===== config.mk =====
export PLATFORM = sky130hd
export DESIGN_NAME = alu_sequencer_p
export DESIGN_NICKNAME = d
export VERILOG_FILES = /design/src/rtl/alu_sequencer_p.sv
export SDC_FILE = /design/constraint.sdc
export NUM_CORES = 1
export LEC_CHECK = 0
export ABC_AREA = 1
export CORE_ASPECT_RATIO = 0.5
export CORE_UTILIZATION = 40
export CTS_CLUSTER_DIAMETER = 50
export DETAILED_ROUTE_END_ITERATION = 8
export GPL_TIMING_DRIVEN = 0
export HOLD_SLACK_MARGIN = 0.15
export SLEW_MARGIN = 40
export SYNTH_ARGS = -nofsm -noshare
export SYNTH_HDL_FRONTEND = slang
export SYNTH_SLANG_ARGS = --single-unit

===== constraint.sdc =====
create_clock -name clock -period 2.7 [get_ports clock]
set_input_delay 0.54 -clock clock [delete_from_list [all_inputs] [get_ports clock]]
set_output_delay 0.54 -clock clock [all_outputs]
set_load 0.03 [all_outputs]

===== src/rtl/alu_sequencer_p.sv =====
// alu_sequencer_p: steps a program counter through an external instruction memory,
// executes one ALU op per instruction and hands each result out over valid/ready.
module alu_sequencer_p #(
  parameter int WIDTH  = 8,
  parameter int ADDR_W = 6,
  parameter int LOOP   = 0
) (
  input  logic                   clock,
  input  logic                   reset,
  input  logic                   start,
  input  logic                   abort,
  input  logic [ADDR_W-1:0]      last_addr,
  output logic [ADDR_W-1:0]      pc,
  input  logic [2*WIDTH+2:0]     instr,
  output logic [WIDTH-1:0]       res_data,
  output logic [3:0]             res_flags,
  output logic                   res_valid,
  input  logic                   res_ready,
  output logic                   busy,
  output logic                   done
);

  typedef enum logic [1:0] {
    S_IDLE = 2'd0,
    S_EXEC = 2'd1,
    S_WAIT = 2'd2,
    S_DONE = 2'd3
  } state_t;

  state_t              state_q;
  logic [ADDR_W-1:0]   pc_q;
  logic [ADDR_W-1:0]   last_q;
  logic [WIDTH-1:0]    res_data_q;
  logic [3:0]          res_flags_q;
  logic                res_valid_q;
  logic                busy_q;
  logic                done_q;

  logic [2:0]          op;
  logic [WIDTH-1:0]    opa;
  logic [WIDTH-1:0]    opb;
  logic [WIDTH-1:0]    opb_eff;
  logic                is_sub;
  logic [WIDTH:0]      sum;
  logic [WIDTH-1:0]    res_data_d;
  logic [3:0]          res_flags_d;
  logic                carry;
  logic                ovf;

  // Subtraction reuses the adder as A + ~B + 1, so carry-out means "no borrow".
  always_comb begin
    op      = instr[2*WIDTH+2 -: 3];
    opa     = instr[2*WIDTH-1 -: WIDTH];
    opb     = instr[WIDTH-1:0];
    is_sub  = (op == 3'b001);
    opb_eff = is_sub ? ~opb : opb;
    sum     = {1'b0, opa} + {1'b0, opb_eff} + {{WIDTH{1'b0}}, is_sub};
    carry   = 1'b0;
    ovf     = 1'b0;
    res_data_d = '0;
    case (op)
      3'b000, 3'b001: begin
        res_data_d = sum[WIDTH-1:0];
        carry      = sum[WIDTH];
        ovf        = (opa[WIDTH-1] == opb_eff[WIDTH-1]) &&
                     (sum[WIDTH-1] != opa[WIDTH-1]);
      end
      // Shifting by the full B value yields zero once B reaches WIDTH.
      3'b010:  res_data_d = opa << opb;
      3'b011:  res_data_d = opa >> opb;
      3'b100:  res_data_d = opa & opb;
      3'b101:  res_data_d = opa | opb;
      3'b110:  res_data_d = opa ^ opb;
      default: res_data_d = ~opa;
    endcase
    res_flags_d = {res_data_d[WIDTH-1], (res_data_d == '0), carry, ovf};
  end

  always_ff @(posedge clock or posedge reset) begin
    if (reset) begin
      state_q     <= S_IDLE;
      pc_q        <= '0;
      last_q      <= '0;
      res_data_q  <= '0;
      res_flags_q <= '0;
      res_valid_q <= 1'b0;
      busy_q      <= 1'b0;
      done_q      <= 1'b0;
    end else if (abort) begin
      state_q     <= S_IDLE;
      res_valid_q <= 1'b0;
      busy_q      <= 1'b0;
      done_q      <= 1'b0;
    end else begin
      case (state_q)
        S_IDLE: begin
          done_q <= 1'b0;
          if (start) begin
            pc_q    <= '0;
            last_q  <= last_addr;
            busy_q  <= 1'b1;
            state_q <= S_EXEC;
          end
        end
        S_EXEC: begin
          res_data_q  <= res_data_d;
          res_flags_q <= res_flags_d;
          res_valid_q <= 1'b1;
          state_q     <= S_WAIT;
        end
        S_WAIT: begin
          if (res_ready) begin
            res_valid_q <= 1'b0;
            if (pc_q != last_q) begin
              pc_q    <= pc_q + {{(ADDR_W-1){1'b0}}, 1'b1};
              state_q <= S_EXEC;
            end else if (LOOP != 0) begin
              pc_q    <= '0;
              state_q <= S_EXEC;
            end else begin
              done_q  <= 1'b1;
              state_q <= S_DONE;
            end
          end
        end
        S_DONE: begin
          done_q  <= 1'b0;
          busy_q  <= 1'b0;
          state_q <= S_IDLE;
        end
        default: state_q <= S_IDLE;
      endcase
    end
  end

  assign pc        = pc_q;
  assign res_data  = res_data_q;
  assign res_flags = res_flags_q;
  assign res_valid = res_valid_q;
  assign busy      = busy_q;
  assign done      = done_q;

endmodule


[After elaboration in Yosys (flattened, before gate mapping)]
Index checks and enable logic that the tools add are counted.
Word-level totals
  bits in registers: 29
  input bits: 30
  output and inout port bits: 21
  word-level logic and storage cells: 77
Cells by class
  add/sub/neg operators: 3
  eq/ne operators: 18
  shifts and indexed selects: 2
  multiplexer cells: 23
  bitwise gates (word level): 6
  reduce and logical (&&, ||, !) cells: 17
Operators with widths (number)
  $pmux 8 s6: 1
  $mux 6: 3
  $not 8->8: 2
  $pmux 6 s2: 1
  $add 8x8->9: 1
  $add 9x1->9: 1
  $eq 3x3->1 const B: 3
  $mux 1: 9
  $ne 3x3->1 const B: 3
  $reduce_bool 3->1: 3
  $and 8x8->8: 1
  $logic_not 8->1: 1
  $mux 2: 4
  $mux 8: 1
  $or 8x8->8: 1
  $pmux 2 s4: 1
  $reduce_and 2->1: 4
  $shl 8x8->8: 1
  $shr 8x8->8: 1
  $xor 8x8->8: 1
  $add 6x1->6 const B: 1
  $eq 3x2->1 const B: 2
  $ne 2x2->1 const B: 3
  $ne 6x6->1: 1
  other kinds (14): 19

[Depth between registers and ports, before layout]
Gate-level depths: netlist of the first run.
  depth in word-level cells: 7
  depth in mapped cells: 19
  depth with buffers taken out: 18

[Worst setup path after synthesis of the first run]
OpenSTA, ideal clock, no wires.
  path kind: input to register
  start point: input instr[17]
  end point: register res_flags_q[2], in the netlist res_flags[2]
  library setup time: 0.066 ns
  arrival: 2.697 ns
  required time: 2.634 ns
  slack: -0.063 ns
  cell stages on the path: 19
  buffers on the path: 1
  cell sequence: buf_6 > nor2_4 > nand2_1 > xor2_1 > inv_1 > fa_1 > o21ai_0 > nand2_1 > nand2_1 > nand2_1 > nand3_1 > nand3_1 > inv_1 > nand2_1 > nand2_1 > nand2_1 > nor2_1 > nand3_1 > nand2_1
On the way
  longest elaborated chain between the ends: 6
  elaborated cells between the ends (all ways): 13
Ends and longest elaborated chain
  from (decl): RTL line 14  | input logic [2*WIDTH+2:0] instr,
  $eq 3x1->1: RTL line 55, 61
  $mux 8: RTL line 56  | opb_eff = is_sub ? ~opb : opb;
  $add 8x8->9: RTL line 57  | sum = {1'b0, opa} + {1'b0, opb_eff} + {{WIDTH{1'b0}}, is_sub};
  $add 9x1->9: RTL line 57
  $pmux 8 s6 (*): RTL line 61  | case (op)
  $logic_not 8->1 (*): RTL line 76  | res_flags_d = {res_data_d[WIDTH-1], (res_data_d == '0), carry, ovf};
  to (signal assigned): RTL line 107  | res_flags_q <= res_flags_d;
  to (decl): RTL line 34  | logic [3:0] res_flags_q;
Mark *: on every way between the ends. The rest lies on a longest branch, timed or not.
A chain may end at the register's enable or synchronous reset.

[Worst setup path in the final report of the first run]
  start point: input instr[1]
  end point: register res_flags_q[2], in the netlist res_flags[2]
On the way
  longest elaborated chain between the ends: 6
  elaborated cells between the ends (all ways): 11
Ends and longest elaborated chain (RTL line)
  $not 8->8: 56
  $mux 8: 56
  $add 8x8->9: 57
  $add 9x1->9: 57
  $pmux 8 s6 (*): 61
  $logic_not 8->1 (*): 76
Marked as above.

==> results of run 1 <==
-- registers in the layout, summed over array words and instances, names as in the netlist --
name and flops:
busy 1, done 1, last_q 6, pc 6, res_data 8, res_flags 3, res_valid 1, state_q 2
-- through the flow --
step / instance area [um^2] / worst slack [ns] / TNS (ns) / std cells / hold WS (ns)
floorplan: 3020 / 0.0230 / 0 / 465 / 0.492
global placement: 3610 / -1.08 / -7.29 / 605 / 0.467
detailed placement: 3610 / -1.05 / -7.18 / 605 / 0.476
CTS: 3780 / 0.000369 / 0 / 613 / 0.493
global route: 3900 / -0.00250 / -0.00250 / 619 / 0.506
finish: 3900 / 0.164 / 0 / 619 / 0.488
-- power by group --
group	internal, W	leakage (nW)	switching, W
combinational	0.000390	1.61	0.000562
clock	0.000196	0.0370	0.000134
sequential	0.000526	0.360	0.0000681
total	0.00111	2.00	0.000764
-- area by class of cell --
| type | instances | area share [%] |
|---|---|---|
| Inverter | 60 | 5.90 |
| Sequential cell | 28 | 18.0 |
| Timing Repair Buffer | 59 | 14.5 |
| Buffer | 13 | 2.60 |
| Clock buffer | 3 | 1.92 |
| Tap cell | 92 | 2.95 |
| Multi-Input combinational cell | 364 | 54.2 |
-- worst min-delay path, cell delays in order (launching register included) --
cell,delay [ns]
dfrtp_1,0.34
nand2_1,0.05
o21ai_0,0.06
-- synth_stat cells (2+ instances only) --
library cell / number / area (um^2)
nand2_1: 135 / 507
nand3_1: 57 / 285
inv_1: 56 / 210
nor2_1: 33 / 124
ha_1: 31 / 388
dfrtp_1: 28 / 701
a21oi_1: 25 / 125
o21ai_0: 21 / 105
xor2_1: 11 / 96.3
nor3_1: 8 / 40.0
buf_2: 7 / 35.0
nand4_1: 6 / 37.5
nand2_2: 5 / 31.3
clkbuf_1: 3 / 11.3
inv_2: 3 / 11.3
mux2_2: 3 / 33.8
nand3_2: 3 / 30.0
a211oi_1: 2 / 15.0
buf_4: 2 / 15.0
nor2_2: 2 / 12.5
nor3b_1: 2 / 15.0
o21ai_1: 2 / 10.0
o31ai_1: 2 / 15.0
or2_2: 2 / 12.5
-- logic make-up (layout without fill, tap and decap cells) --
group           Yosys count  after routing  synth area share [%]
compound gates           59             59                  10.9
xor+xnor                 12             12                  3.48
fa+ha+maj                32             32                  13.5
buf+inv                  73            135                  9.87
flops                    28             28                  23.2
mux                       3              3                  1.12
simple gates            258            258                  37.9
-- cells in the final DEF (no fill, tap or decap), types with 4 or more instances in the layout --
cell type | synthesis | final
nand2_1 | 135 | 129
nand3_1 | 57 | 57
inv_1 | 56 | 52
clkdlybuf4s50_1 | 0 | 40
nor2_1 | 33 | 32
ha_1 | 31 | 31
dfrtp_1 | 28 | 28
a21oi_1 | 25 | 22
o21ai_0 | 21 | 20
buf_4 | 2 | 13
nand2_2 | 5 | 10
xor2_1 | 11 | 9
nor3_1 | 8 | 8
inv_2 | 3 | 7
nand4_1 | 6 | 6
dlymetal6s2s_1 | 0 | 5
buf_2 | 7 | 4
buf_6 | 1 | 4
-- routing by layer --
metal / track usage [%] / share of wire (%)
met4: 3.20 / 0.66
met3: 2.55 / 5.9
met1: 33.5 / 51
met2: 38.0 / 43
met5: 0 / 0
-- what timing repair did --
action	CTS	global route
setup buffers	5	6
resized for setup	20	27
endpoints found under the hold margin	0	0
setup endpoints to repair	10	5
pin swaps	8	8
-- path summary, 6_finish.rpt --
check                                     to  cells past startpoint
worst min-delay path            res_flags[1]                      2
worst max-delay path            res_flags[2]                     20
max in group asynchronous        res_data[2]                      2
min in group asynchronous              pc[2]                      2
worst min register to register  res_flags[1]                      2
worst max register to register         pc[4]                     12
==> results.toml, run 1 <==
[drt]
ant_nets = 0
drc = 14
wl_per_cell_um = 13.8
firstDrtPassIters = 7
routed_wl_mm = 8.53
drt_iter0_markers = 276
vias_per_cell = 5.18
via_count = 3209

[sta]
period_share_pct = 93.9
setup_viol = 0
finalHoldViolCount = 0
worst_pin_slew_ns = 0.583
max_freq_mhz = 394
min_period_ns = 2.54
clock_skew_ns = 0.00343
slew_viol_final = 0
slew_headroom_pct = 61.1

[synthesis]
syn_nets = 527
synth_ff_type = "dfrtp_1"
synth_seq_area_share_pct = 23.2
synth.avg_cell_area_um2 = 6.49
synth_edf_count = 0
ys_types = 40
ys_ff_latch = 28
async_flop_share_pct = 100
synthCells = 465
syn_area_um2 = 3020
yosysWarnings = 0

[clock_tree]
clk_latency_ns = 0.26
numCtsBuffers = 3
cts_htree_levels = 1
holdBufCountCts = 0
clk_path_buf_depth = 2
root_buffer = "clkbuf_16"
clock_sinks = 28
path_clk_slew_ns = 0.06
cts_tree = "done"

[floorplanning]
start_util_pct = 43.2
dieArea_um2 = 7910
die_h_um = 63.4
core_area_um2 = 6990
die_w_um = 125
num_rows = 21
io_pins = 51

[worst_setup_path]
crit_start = "instr[1]"
timing.rr.start = "state_q[0]"
worstSetupEndpointType = "flop"
r2r_setup_slack_ns = 0.64
crit_top_cell = "nand2_1"
crit_slowest_cell = "fa_2"
cp_top_family = "simple AND/OR/NAND/NOR gates"
worstSetupPathType = "in2reg"
required_ns = 2.90
worstSetupStartpointType = "primary input"
critical_path.max_stage_delay_ns = 0.40
critPathMaxFanout = 8
critPathBufInv = 6
cp.arrival_ns = 2.73
crit_chain = "dlygate4sd2_1 > buf_6 > inv_2 > buf_8 > xor2_4 > inv_2 > fa_2 > o21ai_4 > nand2_2 > nand2_2 > nand2_1 > nand3_1 > nand3_1 > inv_1 > nand2_1 > nand2_2 > nand2_1 > nor2_1 > nand3_1 > nand2_1"

[grt]
grt_overflow_total = 0
antenna_found_initial = 0
grt_first_pass_wirelength_mm = 14.8
grt_max_degree = 29
grt.total_usage_pct = 23.1
grt_pass1_vias = 3035

[final_layout]
ff_latch_area_um2 = 701
utilization_pct = 55.8
fillers = 720
syn_to_final_growth_pct = 29.3
drive_above_1_share_pct = 12.7
multiInputGateArea_um2 = 2110
antenna_cells = 0
finalNetCount = 591

[min_path]
min_from = "res_flags[1]"
hp-class = "reg2reg"

[placed_design]
hpwl_mm = 6.66
io_buffers = 48
gp_congestion = 0.883

[pwr]
power_leakage_nw = 2.00
p_per_area_nw_per_um2 = 481
p_total_w = 0.00188
vdd_drop_max_mv = 0.247

[run_status]
status = "finished, violations left"
failed_checks = "DRC"

[run]
cap_viol_max_count = 0
(Power assumes the default switching activity.)
==> run 2, diff against run 1 <==
--- a/config.mk
+++ b/config.mk
@@ -10,6 +10,7 @@
 export CORE_UTILIZATION = 40
 export CTS_CLUSTER_DIAMETER = 50
 export DETAILED_ROUTE_END_ITERATION = 8
+export DONT_BUFFER_PORTS = 1
 export GPL_TIMING_DRIVEN = 0
 export HOLD_SLACK_MARGIN = 0.15
 export SLEW_MARGIN = 40
==> run 2 against run 1 <==
Against the previous run:
- the run still ends with DRC left
- total power down 7.4%
- sequential power up 26%
- largest cell class unchanged
- register-to-register slack gained 0.04 ns
- highest routed layer unchanged
- global-route usage decreased by 1.6 points
==> results.toml, run 2 (synthesis gave the netlist of run 1 again) <==
[worst_setup_path]
cp.arrival_ns = 2.74
critical_path.max_stage_delay_ns = 0.35
worstSetupPathType = "in2reg"
cp_top_family = "simple AND/OR/NAND/NOR gates"
crit_chain = "buf_6 > nor2_4 > nand2_4 > xor2_1 > ha_1 > a21oi_1 > o21ai_2 > or2_2 > nand3_1 > nand3_1 > inv_1 > nand2_1 > nand2_1 > nand2_1 > nor2_1 > nand3_1 > nand2_1"
worstSetupStartpointType = "primary input"
crit_top_cell = "nand2_1"
critPathMaxFanout = 8
r2r_cells = 12
path_depth = 17
worstSetupEndpointType = "flop"
crit_slowest_cell = "ha_1"
required_ns = 2.90
r2r_setup_slack_ns = 0.68
critPathBufInv = 2

[sta]
max_freq_mhz = 393
slew_viol_final = 0
clock_skew_ns = 0.00693
setup_tns_ns = 0
worst_pin_slew_ns = 0.604
slew_headroom_pct = 59.7
min_period_ns = 2.55
hold-worst-slack_ns = 0.225
setup_viol = 0
finalHoldViolCount = 0
period_share_pct = 94.3

[final_layout]
final_common_cell = "nand2_1"
final_cell_mix = "134 x nand2_1, 57 x nand3_1, 55 x inv_1"
finalNetCount = 535
stdcell_count = 564
drive_above_1_share_pct = 9.32
antenna_cells = 0
largest_reg_flops = 8
syn_to_final_growth_pct = 9.25

[pwr]
combPwrFrac_pct = 31.8
p_sw_w = 0.000705
clkPwrFrac_pct = 25.0
p_int_w = 0.00103
p_total_w = 0.00174
power_leakage_nw = 1.74
vdd_drop_max_mv = 0.331
p_per_area_nw_per_um2 = 527
p_sw_share_pct = 40.6
power_frac_seq_pct = 43.2

[drt]
drc = 14
routed_wl_mm = 8.10
drt_iter0_markers = 223
firstDrtPassIters = 7
vias_per_cell = 5.27
ant_nets = 0
via_count = 2972
wl_per_cell_um = 14.4

[run]
cap_viol_max_count = 0

[clock_tree]
numCtsBuffers = 3
holdBufCountCts = 0
root_buffer = "clkbuf_16"
clk_latency_ns = 0.26
path_clk_slew_ns = 0.07
cts_tree = "done"
cts_htree_levels = 1
clk_path_buf_depth = 2
clock_sinks = 28

[min_path]
hp-class = "in2async"

[placed_design]
io_buffers = 0
gp_congestion = 0.895
hpwl_mm = 6.45
dp_cells = 557

[grt]
grt_max_degree = 29
grt_first_pass_wirelength_mm = 13.9
grt_overflow_total = 0
antenna_found_initial = 0
grt_pass1_vias = 2833
grt.total_usage_pct = 21.5

[floorplanning]
core_area_um2 = 6990
dieArea_um2 = 7910
start_util_pct = 43.2
die_h_um = 63.4
io_pins = 51
die_w_um = 125
num_rows = 21

[run_status]
status = "finished, violations left"
failed_checks = "DRC"
## run 2: cell count changes in the layout (fill, tap and decap cells not counted), moves of 5 or more
cell / before / now
buf_4: 13 / 6
nand2_2: 10 / 5
nand2_1: 129 / 134
dlymetal6s2s_1: 5 / 0
clkdlybuf4s50_1: 40 / 0
## run 2: final cells by class
class	instances	area [um^2]
repair buffers	3	22.5
clock buffers	3	75.1
plain buffers	13	77.6
well taps	92	115
fillers	751	3690
clock inverters	1	30.0
inverters	60	229
flip-flops and latches	28	701
multi-input cells	364	2050
## run 2: layer usage
| layer | global-route usage [%] | routed length (um) | share of wire (%) | up-vias |
|---|---|---|---|---|
| li1 | - | - | - | 1531 |
| met1 | 30.2 | 3940 | 49 | 1352 |
| met2 | 35.5 | 3500 | 43 | 85 |
| met3 | 3.23 | 593 | 7.3 | 4 |
| met4 | 3.51 | 60 | 0.74 | 0 |
| met5 | 0 | 0 | 0 | - |
## run 2: per-stage QoR
step	setup slack, ns	util [%]	instance area, um^2
after floorplan	0.0230	-	3020
after global placement	-0.513	44.8	3130
after detailed placement	-0.502	44.8	3130
after CTS	0.0239	46.5	3250
after global routing	-0.00881	47.2	3300
final	0.154	47.2	3300
## run 2: power groups by stage
stage	sequential [W]	clock (W)	combinational [W]
2_1_floorplan	0.000732	0	0.000440
3_3_place_gp	0.000760	0	0.000537
3_5_place_dp	0.000760	0	0.000541
4_1_cts	0.000752	0.000447	0.000547
5_1_grt	0.000766	0.000466	0.000644
6_report	0.000751	0.000433	0.000552
## run 2: repair_timing
action                     4_1_cts  5_1_grt
setup endpoints to repair        3        2
pin swaps                        1        1
resized for setup                2        8
buffers inserted                 1        2
## run 2: worst paths after layout
check / start / endpoint
setup / recovery: instr[17] / res_flags[2]
min in group clock: abort / res_valid
hold / removal: reset / pc[0]
hold reg to reg: last_q[0] / last_q[0]
setup reg to reg: state_q[0] / pc[4]
max in group asynchronous: reset / state_q[1]
==> run 3, diff against run 2 <==
--- a/config.mk
+++ b/config.mk
@@ -13,7 +13,6 @@
 export DONT_BUFFER_PORTS = 1
 export GPL_TIMING_DRIVEN = 0
 export HOLD_SLACK_MARGIN = 0.15
-export SLEW_MARGIN = 40
 export SYNTH_ARGS = -nofsm -noshare
 export SYNTH_HDL_FRONTEND = slang
 export SYNTH_SLANG_ARGS = --single-unit
==> run 3 against run 2 <==
Against the previous run:
- the run still ends with DRC left
- largest power group unchanged
- design area stayed put
- sequential cell count stayed put
- register-to-register slack hardly changed
- worst setup slack improved by 0.0016 ns
- critical endpoint unchanged
- via count grew 0.54%
- total power increased by 0.15%
- clock skew is essentially flat
- hold slack improved by 0.12 ns
- fmax about the same
- critical path type unchanged
- cell count unchanged
==> results.toml, run 3 (synthesis gave the netlist of run 1 again) <==
[run_status]
status = "finished, violations left"
failed_checks = "DRC"

[worst_setup_path]
cp.arrival_ns = 2.74
worstSetupEndpointType = "flop"
worstSetupPathType = "in2reg"
critPathMaxFanout = 8
worstSetupStartpointType = "primary input"
required_ns = 2.89

[drt]
firstDrtPassIters = 7
ant_nets = 0
wl_per_cell_um = 14.4
routed-wl-met3_um = 488
routed_wl_mm = 8.12
via_count = 2988
top_layer_used = "met4"
wl_met1_mm = 4.09
vias_per_cell = 5.30
drc = 14
wl_met2_mm = 3.47
drt_iter0_markers = 240

[floorplanning]
die_w_um = 125
dieArea_um2 = 7910
io_pins = 51
num_rows = 21
die_h_um = 63.4
core_area_um2 = 6990
start_util_pct = 43.2

[min_path]
hp-class = "in2reg"

[final_layout]
fillers = 751
finalNetCount = 535
final_cell_area_um2 = 3300
drive_above_1_share_pct = 9.11
final_cell_mix = "134 x nand2_1, 57 x nand3_1, 56 x inv_1"
antenna_cells = 0
largest_reg_flops = 8
syn_to_final_growth_pct = 9.25
final_common_cell = "nand2_1"

[pwr]
vdd_drop_max_mv = 0.332
clkPwrFrac_pct = 24.9
power_frac_seq_pct = 43.3
p_sw_w = 0.000708
combPwrFrac_pct = 31.8
p_per_area_nw_per_um2 = 527
p_sw_share_pct = 40.7
power_leakage_nw = 1.74
p_int_w = 0.00103

[clock_tree]
numCtsBuffers = 3
root_buffer = "clkbuf_16"
cts_htree_levels = 1
path_clk_slew_ns = 0.07
holdBufCountCts = 0
clk_path_buf_depth = 2
clk_latency_ns = 0.26
clock_sinks = 28
cts_tree = "done"

[grt]
grt.total_usage_pct = 21.5
grt_pass1_vias = 2831
grt_max_degree = 29
grt_first_pass_wirelength_mm = 13.8
grt_overflow_total = 0
antenna_found_initial = 0

[sta]
setup_tns_ns = 0
setup_viol = 0
clock_skew_ns = 0.00742
worst_pin_slew_ns = 1.09
finalHoldViolCount = 0
period_share_pct = 94.2
max_freq_mhz = 393
min_period_ns = 2.54
slew_viol_final = 0
slew_headroom_pct = 27.0

[placed_design]
dpl-instance-area_um2 = 3130
hpwl_mm = 6.45
gp_congestion = 0.895
io_buffers = 0

[run]
cap_viol_max_count = 0
==> run 3: cell types whose count changed in the layout (fill, tap and decap cells not counted) <==
cell / change
inv_1: +1
inv_2: -1
==> run 3: cell type report <==
class / instances / area (um^2) / area share, %
plain buffers: 13 / 77.6 / 2.35
clock buffers: 3 / 75.1 / 2.28
clock inverters: 1 / 30.0 / 0.911
inverters: 60 / 229 / 6.95
multi-input cells: 364 / 2050 / 62.1
flip-flops and latches: 28 / 701 / 21.3
well taps: 92 / 115 / 3.49
repair buffers: 3 / 22.5 / 0.683
==> run 3: worst max-delay path, stage by stage <==
cell,delay (ns)
buf_6,0.12
nor2_4,0.16
nand2_4,0.12
xor2_1,0.18
ha_1,0.35
a21oi_1,0.19
o21ai_2,0.09
or2_2,0.27
nand3_1,0.09
nand3_1,0.10
inv_1,0.06
nand2_1,0.06
nand2_1,0.09
nand2_1,0.06
nor2_1,0.10
nand3_1,0.08
nand2_1,0.06
==> run 3: repair_timing <==
action,CTS,global route
gates resized for setup,2,8
pin swaps,1,1
endpoints found under the setup margin,3,2
endpoints found under the hold margin,0,0
setup buffers,1,2
==> run 3: per-stage QoR <==
step                hold slack [ns]  cells  util [%]  power (W)  worst slack (ns)
floorplan                     0.492    465         -    0.00117            0.0230
global placement              0.511    557      44.8    0.00130            -0.513
detailed placement            0.516    557      44.8    0.00130            -0.502
CTS                           0.334    562      46.5    0.00175            0.0239
global route                  0.337    564      47.2    0.00188          -0.00881
finish                        0.341    564      47.2    0.00174             0.156
==> run 3: power groups by stage <==
stage                     clock, W  combinational (W)  sequential, W
after floorplan                  0           0.000440       0.000732
after global placement           0           0.000537       0.000760
after detailed placement         0           0.000541       0.000760
after CTS                 0.000447           0.000547       0.000752
after global routing      0.000466           0.000644       0.000766
final                     0.000433           0.000553       0.000752
==> run 3: final timing paths <==
kind | cells after the start | endpoint | slack [ns] | from
max | 17 | res_flags[2] | 0.16 | instr[17]
min | 1 | res_valid | 0.34 | abort
max reg2reg | 12 | pc[4] | 0.67 | state_q[0]
min reg2reg | 1 | last_q[0] | 0.53 | last_q[0]
max in group asynchronous | 1 | state_q[1] | 1.59 | reset
min in group asynchronous | 1 | pc[0] | 0.44 | reset
==> run 3: layer usage <==
layer  vias to the layer above  GRT usage [%]
li1                       1531              -
met1                      1357           30.2
met4                         0           3.51
met3                         6           3.23
met5                         -              0
met2                        94           35.5
